### src/rtl/debug_host_master_pkg.sv
// Shared debug-port constants and host-master FSM encoding.
package debug_host_master_pkg;

    localparam int unsigned DbgAddrW = 3;
    localparam int unsigned DbgDataW = 8;
    localparam int unsigned CntW     = 4;

    typedef enum logic [1:0] {
        StIdle   = 2'd0,
        StSetup  = 2'd1,
        StStrobe = 2'd2,
        StHold   = 2'd3
    } dbg_state_e;

endpackage

### src/rtl/debug_stop_sync.sv
// DBG_STOP tracking: optional 2-flop synchronizer, STOPPED register and rising-edge pulse.
// Define DEBUG_HOST_STOP_SYNC_EN when the core runs in an unrelated clock domain.
module debug_stop_sync (
    input  logic i_clk,
    input  logic i_rst_n,
    input  logic i_dbg_stop,
    output logic o_stopped,
    output logic o_stop_event
);

    logic w_stop_src;
    logic r_stopped;
    logic r_stop_event;

`ifdef DEBUG_HOST_STOP_SYNC_EN
    logic [1:0] r_sync;

    always_ff @(posedge i_clk or negedge i_rst_n) begin
        if (!i_rst_n) begin
            r_sync <= 2'b00;
        end else begin
            r_sync <= {r_sync[0], i_dbg_stop};
        end
    end

    assign w_stop_src = r_sync[1];
`else
    assign w_stop_src = i_dbg_stop;
`endif

    // The event is registered alongside STOPPED so both rise on the same edge.
    always_ff @(posedge i_clk or negedge i_rst_n) begin
        if (!i_rst_n) begin
            r_stopped    <= 1'b0;
            r_stop_event <= 1'b0;
        end else begin
            r_stopped    <= w_stop_src;
            r_stop_event <= w_stop_src & ~r_stopped;
        end
    end

    assign o_stopped    = r_stopped;
    assign o_stop_event = r_stop_event;

endmodule

### src/rtl/debug_host_master.sv
// Host-side initiator for the 8-bit debug port: turns single-beat requests into timed
// strobe cycles. STOP tracking depth is selected by DEBUG_HOST_STOP_SYNC_EN.
module debug_host_master
    import debug_host_master_pkg::*;
#(
    parameter int unsigned SETUP_CYC = 1,
    parameter int unsigned PULSE_CYC = 2,
    parameter int unsigned HOLD_CYC  = 1
) (
    input  logic                CLK,
    input  logic                RESETN,
    input  logic                REQ_VALID,
    output logic                REQ_READY,
    input  logic                REQ_WR,
    input  logic [DbgAddrW-1:0] REQ_ADDR,
    input  logic [DbgDataW-1:0] REQ_WDATA,
    output logic                RSP_VALID,
    output logic [DbgDataW-1:0] RSP_RDATA,
    output logic [DbgAddrW-1:0] DBG_ADDR,
    output logic [DbgDataW-1:0] DBG_DOUT,
    input  logic [DbgDataW-1:0] DBG_DIN,
    output logic                DBG_OE,
    output logic                DBG_WRN,
    output logic                DBG_RDN,
    input  logic                DBG_STOP,
    output logic                STOPPED,
    output logic                STOP_EVENT
);

    localparam logic [CntW-1:0] SetupLoad = CntW'(SETUP_CYC - 1);
    localparam logic [CntW-1:0] PulseLoad = CntW'(PULSE_CYC - 1);
    localparam logic [CntW-1:0] HoldLoad  = CntW'(HOLD_CYC - 1);

    dbg_state_e          r_state, w_state_d;
    logic [CntW-1:0]     r_cnt, w_cnt_d;
    logic                r_wr, w_wr_d;
    logic [DbgAddrW-1:0] r_addr, w_addr_d;
    logic [DbgDataW-1:0] r_dout, w_dout_d;
    logic [DbgDataW-1:0] r_rdata, w_rdata_d;
    logic                r_oe, w_oe_d;
    logic                r_wrn, w_wrn_d;
    logic                r_rdn, w_rdn_d;
    logic                r_rsp_valid, w_rsp_valid_d;
    logic                r_ready, w_ready_d;

    always_ff @(posedge CLK or negedge RESETN) begin
        if (!RESETN) begin
            r_state     <= StIdle;
            r_cnt       <= '0;
            r_wr        <= 1'b0;
            r_addr      <= '0;
            r_dout      <= '0;
            r_rdata     <= '0;
            r_oe        <= 1'b0;
            r_wrn       <= 1'b1;
            r_rdn       <= 1'b1;
            r_rsp_valid <= 1'b0;
            r_ready     <= 1'b1;
        end else begin
            r_state     <= w_state_d;
            r_cnt       <= w_cnt_d;
            r_wr        <= w_wr_d;
            r_addr      <= w_addr_d;
            r_dout      <= w_dout_d;
            r_rdata     <= w_rdata_d;
            r_oe        <= w_oe_d;
            r_wrn       <= w_wrn_d;
            r_rdn       <= w_rdn_d;
            r_rsp_valid <= w_rsp_valid_d;
            r_ready     <= w_ready_d;
        end
    end

    // Strobe outputs are computed for the next cycle so they leave the flops glitch-free.
    always_comb begin
        w_state_d     = r_state;
        w_cnt_d       = r_cnt;
        w_wr_d        = r_wr;
        w_addr_d      = r_addr;
        w_dout_d      = r_dout;
        w_rdata_d     = r_rdata;
        w_oe_d        = r_oe;
        w_wrn_d       = 1'b1;
        w_rdn_d       = 1'b1;
        w_rsp_valid_d = 1'b0;

        case (r_state)
            StIdle: begin
                if (REQ_VALID && r_ready) begin
                    w_wr_d    = REQ_WR;
                    w_addr_d  = REQ_ADDR;
                    w_dout_d  = REQ_WDATA;
                    w_oe_d    = REQ_WR;
                    w_cnt_d   = SetupLoad;
                    w_state_d = StSetup;
                end
            end
            StSetup: begin
                if (r_cnt == '0) begin
                    w_cnt_d   = PulseLoad;
                    w_state_d = StStrobe;
                    w_wrn_d   = ~r_wr;
                    w_rdn_d   = r_wr;
                end else begin
                    w_cnt_d = r_cnt - 1'b1;
                end
            end
            StStrobe: begin
                if (r_cnt == '0) begin
                    w_rdata_d = r_wr ? '0 : DBG_DIN;
                    w_cnt_d   = HoldLoad;
                    w_state_d = StHold;
                end else begin
                    w_cnt_d = r_cnt - 1'b1;
                    w_wrn_d = ~r_wr;
                    w_rdn_d = r_wr;
                end
            end
            StHold: begin
                if (r_cnt == '0) begin
                    w_state_d     = StIdle;
                    w_oe_d        = 1'b0;
                    w_rsp_valid_d = 1'b1;
                end else begin
                    w_cnt_d = r_cnt - 1'b1;
                end
            end
            default: w_state_d = StIdle;
        endcase

        w_ready_d = (w_state_d == StIdle);
    end

    assign REQ_READY = r_ready;
    assign RSP_VALID = r_rsp_valid;
    assign RSP_RDATA = r_rdata;
    assign DBG_ADDR  = r_addr;
    assign DBG_DOUT  = r_dout;
    assign DBG_OE    = r_oe;
    assign DBG_WRN   = r_wrn;
    assign DBG_RDN   = r_rdn;

    debug_stop_sync u_stop_sync (
        .i_clk        (CLK),
        .i_rst_n      (RESETN),
        .i_dbg_stop   (DBG_STOP),
        .o_stopped    (STOPPED),
        .o_stop_event (STOP_EVENT)
    );

endmodule
### config.mk
export PLATFORM = sky130hd
export DESIGN_NAME = debug_host_master
export DESIGN_NICKNAME = d
export VERILOG_FILES = /design/src/rtl/debug_host_master_pkg.sv /design/src/rtl/debug_stop_sync.sv /design/src/rtl/debug_host_master.sv
export SDC_FILE = /design/constraint.sdc
export NUM_CORES = 1
export LEC_CHECK = 0
export ABC_AREA = 1
export ABC_CLOCK_PERIOD_IN_PS = 2029
export BUFFER_PORTS_ARGS = -buffer_cell sky130_fd_sc_hd__buf_4
export CAP_MARGIN = 20
export CORE_AREA = 2 2 43 75
export CTS_BUF_LIST = sky130_fd_sc_hd__clkbuf_2 sky130_fd_sc_hd__clkbuf_4 sky130_fd_sc_hd__clkbuf_8
export DETAILED_ROUTE_END_ITERATION = 12
export DIE_AREA = 0 0 45 77
export PLACE_DENSITY = 0.88
export SKIP_CTS_REPAIR_TIMING = 1
export SYNTH_ARGS = -nofsm -noshare
export SYNTH_HDL_FRONTEND = slang
export SYNTH_SLANG_ARGS = --single-unit
export TNS_END_PERCENT = 10
### constraint.sdc
create_clock -name CLK -period 2.03 [get_ports CLK]
set_clock_uncertainty 0.1 [all_clocks]
set_input_delay 0 -clock CLK [delete_from_list [all_inputs] [get_ports CLK]]
set_output_delay 0 -clock CLK [all_outputs]
set_load 0.1 [all_outputs]
## After elaboration in Yosys (flattened, before gate mapping)

Index checks and enable logic that the tools add are counted.

- Magnitude comparators: 0
- Reduce and logical (&&, ||, !) cells: 9
- Multiply operators: 0
- Divide/modulo/power cells: 0
- Equal/unequal tests: 6
- Bitwise logic cells: 3
- Multiplexer cells: 22
- Add/sub/neg operators: 1
- Shift-type cells: 0

Operator list:

| cell | count |
|---|---|
| two-way mux 4 bit | 4 |
| one-hot mux 4 bit (4 select lines) | 1 |
| two-way mux 1 bit | 8 |
| two-way mux 2 bit | 4 |
| two-way mux 8 bit | 1 |
| one-hot mux 2 bit (4 select lines) | 1 |
| != test 2 bit, second input constant | 3 |
| one-hot mux 1 bit (2 select lines) | 3 |
| AND reduction 2 bit | 3 |
| equality test 2 bit, second input constant | 2 |
| zero test 2 bit | 2 |
| zero test 4 bit | 1 |
| subtractor 4 x 1 -> 4 bit, second input constant | 1 |
| AND reduction 3 bit | 1 |
| equality test 2 x 1 -> 1 bit, second input constant | 1 |
| inverter 1 bit | 2 |
| nonzero test 2 bit | 1 |
| bitwise AND 1 bit | 1 |
| logical AND 1 bit | 1 |

- RAM bits: 0
- Register bits after elaboration: 33
- Output and inout port bits: 26
- Bits in latches: 0
- Memories kept: 0
- Memory bits (read-only): 0
- Logic and storage cells: 54

## Logic depth before layout (Yosys ltp)

- Depth after elaboration: 4
- Mapped depth: 9
- Gate-level depth less buffers: 9

## Hierarchy

A second synthesis with hierarchy kept.

- Cells, all modules: 172
- Area, all modules: 1493.9 um2

Modules (own cells, without submodules):

| module | seq. area each (um2) | cells each | area an instance (um2) | instances |
|---|---|---|---|---|
| debug_host_master | 779.5 | 168 | 1433.9 | 1 |
| debug_stop_sync | 50.0 | 4 | 60.1 | 1 |

## Worst setup path after synthesis

OpenSTA, ideal clock, no wires.

- Path kind: register to register
- Start point: register r_ready (netlist: REQ_READY)
- End point: register r_addr[0] (netlist: DBG_ADDR[0])
- Cell stages (with the launch flop): 7
- Setup time: 0.120 ns
- Path buffers: 1
- Data arrival time: 1.467 ns
- Period minus slack after synthesis: 1.686 ns
- Slack: 0.344 ns
- Path through: dfstp_2 -> nand2_1 -> inv_1 -> nand2_1 -> clkbuf_1 -> nand2_1 -> nand2_1

- Word-level cells in the longest chain between the ends: 2

Ends and longest elaborated chain:

| item | RTL line | RTL |
|---|---|---|
| start, declared | debug_host_master.sv:44 | `logic r_ready, w_ready_d;` |
| start signal, assigned | debug_host_master.sv:70 | `r_ready <= w_ready_d;` |
| logical AND 1 bit | debug_host_master.sv:89 | `if (REQ_VALID && r_ready) begin` |
| AND reduction 2 bit (no line) | - |  |
| end signal, assigned | debug_host_master.sv:63 | `r_addr <= w_addr_d;` |
| end, declared | debug_host_master.sv:37 | `logic [DbgAddrW-1:0] r_addr, w_addr_d;` |

No other way between the ends.
A chain may end at the register's enable or synchronous reset.

## Worst setup path after layout

- Start point: register r_state[1]
- End point: register r_oe (netlist: DBG_OE)

- Word-level cells in the longest chain between the ends: 3
- Elaborated cells between the ends (all ways): 7
- Those cells by class: 3 x eq/ne; 1 x mux; 3 x reduce/logical

Ends and longest elaborated chain:

| item | RTL line | RTL |
|---|---|---|
| start, declared | debug_host_master.sv:34 | `dbg_state_e r_state, w_state_d;` |
| start signal, assigned | debug_host_master.sv:48 | `r_state <= StIdle;` |
| start signal, assigned | debug_host_master.sv:60 | `r_state <= w_state_d;` |
| equality test 2 bit or zero test 2 bit (tied branches) | debug_host_master.sv:87 | `case (r_state)` |
| != test 2 bit (no line) or nonzero test 2 bit (tied branches) | - |  |
| AND reduction 3 bit (no line) | - |  |
| end signal, assigned | debug_host_master.sv:66 | `r_oe <= w_oe_d;` |
| end, declared | debug_host_master.sv:40 | `logic r_oe, w_oe_d;` |

Parallel ways exist; a longest one is shown, timed or not.

==> results.toml <==
[die]
coreArea_um2 = 2860
fp.dieW_um = 45
dieArea_um2 = 3470
die_height_um = 77
start_util_pct = 52.5
io_pins = 50
num_rows = 26

[synth]
avgSynthCellArea_um2 = 8.69
synth.net_count = 203
syn_inst = 173
yosysWarnings = 0
synth-seq-cells = 33
synth_area_um2 = 1500
synthDistinctLibCells = 21
yosysSeqAreaShare_pct = 55.2

[critical_path]
worstPathRequired_ps = 2100
cp_max_fo = 13
worstSetupPathType = "register to register"
cp-end-kind = "register"
start_kind = "register"
critPathArrivalTime_ps = 1820
reg2reg_slack_ps = 290

[route]
finalWirelength_um = 4260
vias = 1476
via_per_inst = 5.31
drc = 0
drtIter0Drc = 57
drt_pass1_iterations = 4
routedWlPerCell_um = 15.3
ant_nets = 0

[global_route]
gr-total-overflow = 0
grt_pass1_vias = 1314
grt_util_all_layers_pct = 21.3
grt_pass1_wl_um = 5450
antenna_found_initial = 0
grt_max_degree = 34

[cells_and_area]
final_common_cell = "nand2_1"
final_cell_mix = "65 x nand2_1, 50 x buf_4, 30 x dfrtp_1"
fillers = 182
area_growth_syn_to_layout_pct = 46.4
fin_area_um2 = 2200
drive_gt1_share_pct = 26.8
multi_input_area_um2 = 586
seq_area_um2 = 830
antennaDiodeCount = 0
fin_nets = 279

[status]
violations = "hold timing"
status = "finished, violations left"

[sta]
maxSlewViolCount = 0
hold_viol = 1
layout_setup_ws_ps = 287
setup_tns_ps = 0
timing.fmax_mhz = 574
rsz0062_at_grt = "false"
finalSetupViolCount = 0
slew_headroom_pct = 73.3
post-route-period-util_pct = 85.9
holdWs_ps = -32.2
finalCriticalPeriod_ps = 1740
tightest_slew_ps = 400

[place]
place_area_um2 = 1890
place_ws_ps = 378
dp_hpwl_um = 2540
place.gp.congestion = 0.862
portBuffers = 49

[clock_tree]
cts_buffers = 5
clock_path_buffers = 2
clkSlewWorstSetupHoldPaths_ps = 70
htree_levels = 2
cts_sinks = 33
clock_latency_ps = 280
cts_tree = "yes"
root_buffer = "clkbuf_8"

[job]
max_cap_violations = 0

[min_path]
hp-class = "primary input to register"
-- worst max-delay path, cell delays in order, from the launching register on --
cell,delay [ps]
dfrtp_1,450
inv_1,120
ha_1,210
nand2_1,90
inv_1,280
nand2_1,110
o21ai_0,260
-- final timing paths --
check	to	depth (start not counted)	start
min reg2reg	DBG_WRN$_DFF_PN1_	1	r_wr$_DFFE_PN0P_
max reg2reg	DBG_OE$_DFFE_PN0P_	6	r_state[1]$_DFF_PN0_
min in group asynchronous	DBG_ADDR[0]$_DFFE_PN0P_	2	RESETN
max in group asynchronous	DBG_RDN$_DFF_PN1_	2	RESETN
max	DBG_OE$_DFFE_PN0P_	6	r_state[1]$_DFF_PN0_
min	r_state[1]$_DFF_PN0_	4	REQ_VALID
-- cells in the mapped netlist --
library cell / n / area (um^2)
ha_1: 6 / 75.1
inv_1: 16 / 60.1
xnor2_1: 1 / 8.76
dfrtp_1: 30 / 751
buf_2: 1 / 5.00
nor2_1: 6 / 22.5
nand3b_1: 1 / 7.51
nor2_8: 1 / 20.0
nand3_1: 20 / 100
inv_2: 1 / 3.75
clkbuf_1: 1 / 3.75
o21ai_2: 2 / 17.5
o21ai_0: 12 / 60.1
buf_6: 1 / 11.3
nor2_2: 1 / 6.26
nand2_1: 65 / 244
nand2_2: 1 / 6.26
clkinv_1: 1 / 3.75
dfstp_2: 3 / 78.8
a21oi_1: 2 / 10.0
o211ai_1: 1 / 7.51
-- layer usage --
metal	up-vias	routed length, um	GRT usage (%)	part of all wire (%)
met3	17	172	4.47	4.0
met5	-	0	0	0
met1	710	1380	22.8	32
met2	52	2540	36.3	60
met4	0	172	12.1	4.0
li1	697	-	-	-
-- area by class of cell --
class / count / area share (%)
clock buffer: 5 / 3.13
multi-input combinational: 119 / 26.6
tap: 28 / 1.59
timing repair buffer: 72 / 27.1
sequential: 33 / 37.7
clock inverter: 3 / 0.796
inverter: 18 / 3.07
-- state kept, by name (all words and copies together) (netlist names) --
register	count
DBG_DOUT	8
RSP_RDATA	8
r_cnt	4
DBG_ADDR	3
r_state	2
DBG_OE	1
DBG_RDN	1
DBG_WRN	1
REQ_READY	1
RSP_VALID	1
r_wr	1
u_stop_sync.o_stop_event	1
u_stop_sync.o_stopped	1
-- metrics by stage --
stage                     std cells  utilization [%]
after floorplan                 173                -
after global placement          248             66.1
after detailed placement        248             66.1
after CTS                       256             69.1
after global routing            278             76.8
final                           278             76.8
-- cells by family (layout without fill, tap and decap cells) --
kind of cell / count (synthesis) / after routing / synth area share (%)
buf+inv: 21 / 98 / 5.83
flops: 33 / 33 / 55.2
fa+ha+maj: 6 / 6 / 5.00
simple gates: 95 / 95 / 27.1
xor+xnor: 1 / 1 / 0.583
compound gates: 17 / 17 / 6.33
Power is left out: the tool's default activity adds up to more than one toggle a clock period on the data nets, which glitch-free logic cannot reach.
